## config.mk

```make
export PLATFORM = sky130hd
export DESIGN_NAME = button_conditioner
export DESIGN_NICKNAME = d
export VERILOG_FILES = /design/src/rtl/button_conditioner.sv
export SDC_FILE = /design/constraint.sdc
export NUM_CORES = 1
export LEC_CHECK = 0
export ABC_AREA = 1
export CORE_AREA = 2 2 91 93
export CTS_CLUSTER_SIZE = 30
export DETAILED_ROUTE_END_ITERATION = 7
export DIE_AREA = 0 0 93 95
export SLEW_MARGIN = 20
export SYNTH_ARGS = -nofsm -noshare
export SYNTH_HDL_FRONTEND = slang
export SYNTH_SLANG_ARGS = --single-unit
```

## constraint.sdc

```tcl
create_clock -name clock -period 3.3 [get_ports clock]
set_input_delay 0.99 -clock clock [delete_from_list [all_inputs] [get_ports clock]]
set_output_delay 0.99 -clock clock [all_outputs]
set_load 0.03 [all_outputs]
```

## src/rtl/button_conditioner.sv

```systemverilog
// Synchronises, debounces and one-hot-qualifies 4 product and 3 money push buttons; outputs are registered.
// Latency DB_CYCLES+3 edges from raw change to output change; no flow control, outputs are plain levels.
module button_conditioner #(
  parameter int DB_CYCLES = 8,
  parameter int CNT_W     = 4
) (
  input  logic       clock,
  input  logic       reset,
  input  logic [3:0] pb_p,
  input  logic [2:0] pb_d,
  output logic [3:0] P,
  output logic [2:0] D,
  output logic       err_p,
  output logic       err_d
);

  localparam int NB = 7;
  localparam logic [CNT_W-1:0] CNT_LAST = CNT_W'(DB_CYCLES - 1);

  typedef enum logic [1:0] {
    IDLE  = 2'd0,
    VALID = 2'd1,
    BLOCK = 2'd2
  } state_t;

  logic [NB-1:0]    raw;
  logic [NB-1:0]    s1;
  logic [NB-1:0]    s2;
  logic [NB-1:0]    st;
  logic [CNT_W-1:0] cnt [NB];

  assign raw = {pb_d, pb_p};

  // Any cycle where s2 agrees with st restarts the count, so short glitches never land.
  always_ff @(posedge clock) begin
    if (reset) begin
      s1 <= '0;
      s2 <= '0;
      st <= '0;
      for (int i = 0; i < NB; i++) cnt[i] <= '0;
    end else begin
      s1 <= raw;
      s2 <= s1;
      for (int i = 0; i < NB; i++) begin
        if (s2[i] == st[i]) begin
          cnt[i] <= '0;
        end else if (cnt[i] == CNT_LAST) begin
          st[i]  <= s2[i];
          cnt[i] <= '0;
        end else begin
          cnt[i] <= cnt[i] + CNT_W'(1);
        end
      end
    end
  end

  for (genvar g = 0; g < 2; g++) begin : g_grp
    localparam int W   = (g == 0) ? 4 : 3;
    localparam int LSB = (g == 0) ? 0 : 4;

    state_t         state;
    state_t         state_n;
    logic [W-1:0]   s;
    logic [W-1:0]   code;
    logic [W-1:0]   code_n;
    logic [W-1:0]   out_q;
    logic [W-1:0]   out_n;
    logic           err_q;
    logic           err_n;
    logic           one_hot;

    assign s       = st[LSB +: W];
    assign one_hot = (s != '0) && ((s & (s - W'(1))) == '0);

    always_ff @(posedge clock) begin
      if (reset) begin
        state <= IDLE;
        code  <= '0;
        out_q <= '0;
        err_q <= 1'b0;
      end else begin
        state <= state_n;
        code  <= code_n;
        out_q <= out_n;
        err_q <= err_n;
      end
    end

    always_comb begin
      state_n = state;
      code_n  = code;
      out_n   = out_q;
      err_n   = err_q;
      case (state)
        IDLE: begin
          if (one_hot) begin
            state_n = VALID;
            code_n  = s;
            out_n   = s;
          end else if (s != '0) begin
            state_n = BLOCK;
            err_n   = 1'b1;
          end
        end
        VALID: begin
          if (s == '0) begin
            state_n = IDLE;
            out_n   = '0;
          end else if (s != code) begin
            state_n = BLOCK;
            out_n   = '0;
            err_n   = 1'b1;
          end
        end
        BLOCK: begin
          // Only a full release unblocks; a leftover single bit is not a fresh press.
          if (s == '0) begin
            state_n = IDLE;
            err_n   = 1'b0;
          end
        end
        default: begin
          state_n = IDLE;
          out_n   = '0;
          err_n   = 1'b0;
        end
      endcase
    end

    if (g == 0) begin : g_out_p
      assign P     = out_q;
      assign err_p = err_q;
    end else begin : g_out_d
      assign D     = out_q;
      assign err_d = err_q;
    end
  end

endmodule

```

* Word level (Yosys, flattened, before mapping) *
Memories as Yosys holds them, arrays and structs flattened.
Cells that the tools add are included.

storage, ports and cells
  RAM bits = 28
  output and inout port bits = 9
  memories = 1
  input bits = 9
  logic and storage cells = 252
  register bits after elaboration = 41

operators by class
  bitwise gates (word level) = 32
  add/sub/neg operators = 9
  reductions and logical operators = 25
  equal/unequal tests = 36
  multiplexer cells = 132

memories
  memory  depth  bits a word  read ports  clocked after Yosys merged registers in  wr ports  line  RTL
  cnt     7      4            7           0                                        7         30    logic [CNT_W-1:0] cnt [NB];

operators with widths
  kind                 number
  $mux 4               24
  $mux 1               89
  $add 4x1->4 const B  7
  $eq 4x3->1 const B   7
  $ne 2x2->1 const B   12
  $or 1x1->1           21
  $mux 2               10
  $reduce_and 2->1     9
  $ne 3x3->1 const B   4
  $pmux 2 s3           2
  $pmux 4 s3           1
  $reduce_and 3->1     4
  $reduce_and 5->1     2
  $mux 3               3
  $not 1->1            9
  $pmux 3 s3           1
  $logic_not 4->1      2
  $eq 1x1->1           7
  $logic_not 3->1      2
  $pmux 1 s3           2
  $and 4x4->4          1
  $eq 2x1->1 const B   2
  $eq 2x2->1 const B   2
  $logic_not 2->1      2
  other kinds (8)      9

* Logic depth before layout (Yosys ltp) *
  depth in word-level cells = 7
  gate-level depth with buffers = 9
  mapped depth without buffers = 9

* Worst setup path before layout *
No wires, ideal clock.

  kind = input-to-reg
  start = input port reset
  end = memory cnt[5][2], data pin
  slack = 1.385 ns
  data required time = 3.042 ns
  arrival = 1.657 ns
  stages on the path = 5
  buffers on the path = 2
  library setup time = 0.258 ns
  path through = clkbuf_1 inv_1 clkbuf_2 nand3_1 nor3b_1

RTL lines
  element          line  RTL
  start, declared  8     input logic reset,
  end, declared    30

* Worst setup path in the final report *
  start = register g_grp[0].out_q[3] (netlist: P[3])
  end = output port P[3]

RTL lines
  element                 line  RTL
  start, declared         66    logic [W-1:0] out_q;
  start signal, assigned  84    out_q <= out_n;
  end, declared           11    output logic [3:0] P,

No word-level cell between the ends.

==> flow_metrics.tcl <==
set metrics [dict create \
    grt_pass1_wl_um 8735 \
    setup_tns_ns 0 \
    grt.total_usage 0.1259 \
    die_h_um 95 \
    first_pass_iters 4 \
    crit_buf_inv 1 \
    clock_path_buffers 2 \
    core_um2 7928 \
    antenna_cells 0 \
    vias 2227 \
    drtIter0Drc 68 \
    ios 18 \
    drv_cap 0 \
    final.period_utilization 0.7154 \
    ys_types 25 \
    postCtsSetupRepairBufs 0 \
    grt_max_degree 36 \
    yosys_warnings 0 \
    cts_sinks 69 \
    multiInputGateArea_um2 1249 \
    ys_ff_latch 69 \
    layout.nets 421 \
    grt_pass1_vias 2065 \
    final_util 0.4530 \
    r2r_cells 6 \
    wirelength_um 4953 \
    ys_seq_area_frac 0.5488 \
    initial_utilization 0.3819 \
    critPathTopFamily "buffers and inverters" \
    holdCritStartpoint "s1[3]" \
    cts_resized 0 \
    grt_overflow 0 \
    rsz0062_at_grt "no" \
    die_area_um2 8835 \
    stdcell_area_um2 3591 \
    crit_arrival_ns 1.37 \
    critPathMaxFanout 2 \
    crit_path_cell_trace "clkdlybuf4s50_1" \
    hold_depth 2 \
    hold_viol 0 \
    synth_top_area_frac 0.2777 \
    peakVddDrop_v 0.0001836 \
    tritoncts "yes" \
    status "finished, final reports clean" \
    htreeDepth 3 \
    crit_path_end_kind "primary output" \
    ant_nets 0 \
    power.density_nw_per_um2 467.5 \
    slew_viol_final 0 \
    regArea_um2 1662 \
    portBuffers 17 \
    clkTransAtPathRegs_ns 0.07 \
    required_ns 2.31 \
    drt-wirelength-per-cell_um 9.617 \
    slowest_delay_ns 0.68 \
    syn_avg_cell_area_um2 8.553 \
    post_dp_cell_area_um2 3418 \
    place_hpwl_um 3553 \
    vias_per_cell 4.324 \
    insertion_delay_ns 0.34 \
    min_path_type "flop to flop" \
    regToRegSetupSlack_ns 1.90 \
    worstReg2RegStart "cnt[5][0]" \
    fillerInstances 789 \
    die_x_um 93 \
    syn_area_um2 3028 \
    row_count 33 \
    worstHoldEndpoint "s2[3]" \
    fin_crit_ns 2.361 \
    setup_viol 0 \
    synthTopCellsByArea "edfxtp_1 28%, dfxtp_1 27%, nand2_1 8.3%" \
    cp-start-kind "flop" \
    rr_endpoint "cnt[5][2]" \
    ctsRootBufferMaster "clkbuf_8" \
    area_delta_synth_final_pct 18.59 \
    layout-drive-gt1-share 0.08049 \
    finClkSkew_ns 0.01213 \
    syn_inst 354 \
    numCtsBuffers 9 \
    antenna_found_initial 0 \
    yosysTopAreaCell "edfxtp_1" \
    drc 0 \
    crit_slowest_cell "clkdlybuf4s50_1" \
    gp_congestion 0.8331 \
    crit_type "flop to primary output" \
    cts_hold_buffers 0 \
    fmax_ghz 0.4236 \
    p_leak_nw 1.476 \
]
-- report_power, final --
group          internal, mW  switching, mW  total (mW)
Sequential            0.920         0.0204       0.941
Clock                 0.313          0.293       0.606
Combinational        0.0511         0.0817       0.133
Total                  1.28          0.395        1.68
-- cell usage in the layout (no fill, tap or decap), types with 8 or more instances in the layout --
master	count
nand2_1	67
edfxtp_1	28
clkdlybuf4s50_1	17
nand3_1	10
inv_1	47
a21oi_1	33
conb_1	28
clkbuf_8	11
o21ai_0	14
dfxtp_1	41
nor2_1	57
xor2_1	8
-- worst max-delay path by stage --
stage                end  startpoint  slack [ns]  cells past startpoint
6_report            P[3]        P[3]        0.94                      1
5_1_grt             P[1]        P[1]        0.89                      1
4_1_cts             P[3]        P[3]        0.92                      1
3_5_place_dp   cnt[6][2]       reset        0.73                      6
3_3_place_gp   cnt[3][2]       reset        0.84                      6
2_1_floorplan  cnt[5][2]       reset        1.39                      5
-- flip-flops by register name, summed over array words and instances (netlist names) --
name         cells
err_p            1
g_grp.state      4
P                4
cnt             28
s2               7
g_grp.code       7
st               7
s1               7
err_d            1
D                3
-- through the flow --
stage | setup slack (ns) | cells | power (mW) | hold WS, ns
2_1_floorplan | 1.385 | 381 | 1.052 | 0.3883
3_3_place_gp | 0.8352 | 499 | 1.089 | 0.3889
3_5_place_dp | 0.7295 | 499 | 1.093 | 0.3945
4_1_cts | 0.9155 | 515 | 1.701 | 0.4008
5_1_grt | 0.8915 | 515 | 1.761 | 0.4093
6_report | 0.9392 | 515 | 1.679 | 0.4006
-- area by class of cell --
type                    count  area share
well taps                 105     0.03659
flip-flops and latches     69      0.4627
clock inverters             2    0.002787
multi-input cells         254      0.3477
repair buffers             18     0.04948
clock buffers              14     0.04530
inverters                  53     0.05540
-- cell families (layout without fill, tap and decap cells) --
kind of cell | after synthesis | after routing | share of synthesized area
compound gates | 52 | 52 | 0.09091
xor+xnor | 11 | 11 | 0.03182
fa+ha+maj | 7 | 7 | 0.02892
buf+inv | 58 | 87 | 0.07231
flops | 69 | 69 | 0.5488
other cells | 1 | 28 | 0.001238
simple gates | 156 | 156 | 0.2260
-- synth_stat cells --
| library cell | instances |
|---|---|
| nand3_2 | 4 |
| nor3b_1 | 7 |
| xnor2_1 | 3 |
| nor2_4 | 1 |
| nand3b_1 | 2 |
| o211ai_1 | 3 |
| nor2_2 | 4 |
| inv_2 | 6 |
| nor2_1 | 57 |
| ha_1 | 7 |
| clkbuf_2 | 1 |
| edfxtp_1 | 28 |
| xor2_1 | 8 |
| a21oi_1 | 33 |
| nand3_1 | 10 |
| clkbuf_1 | 2 |
| a21oi_2 | 2 |
| inv_1 | 47 |
| nand2_1 | 67 |
| nand2_2 | 2 |
| o21ai_0 | 14 |
| buf_1 | 2 |
| dfxtp_1 | 41 |
| nand4_1 | 2 |
| conb_1 | 1 |
-- routing by layer --
metal	GRT usage	vias up	routed length [um]
met5	0	-	0
met4	0.06250	0	96
met3	0.03113	10	148
met2	0.2126	31	2231
met1	0.1500	980	2476
li1	-	1206	-
(Power assumes the default switching activity.)
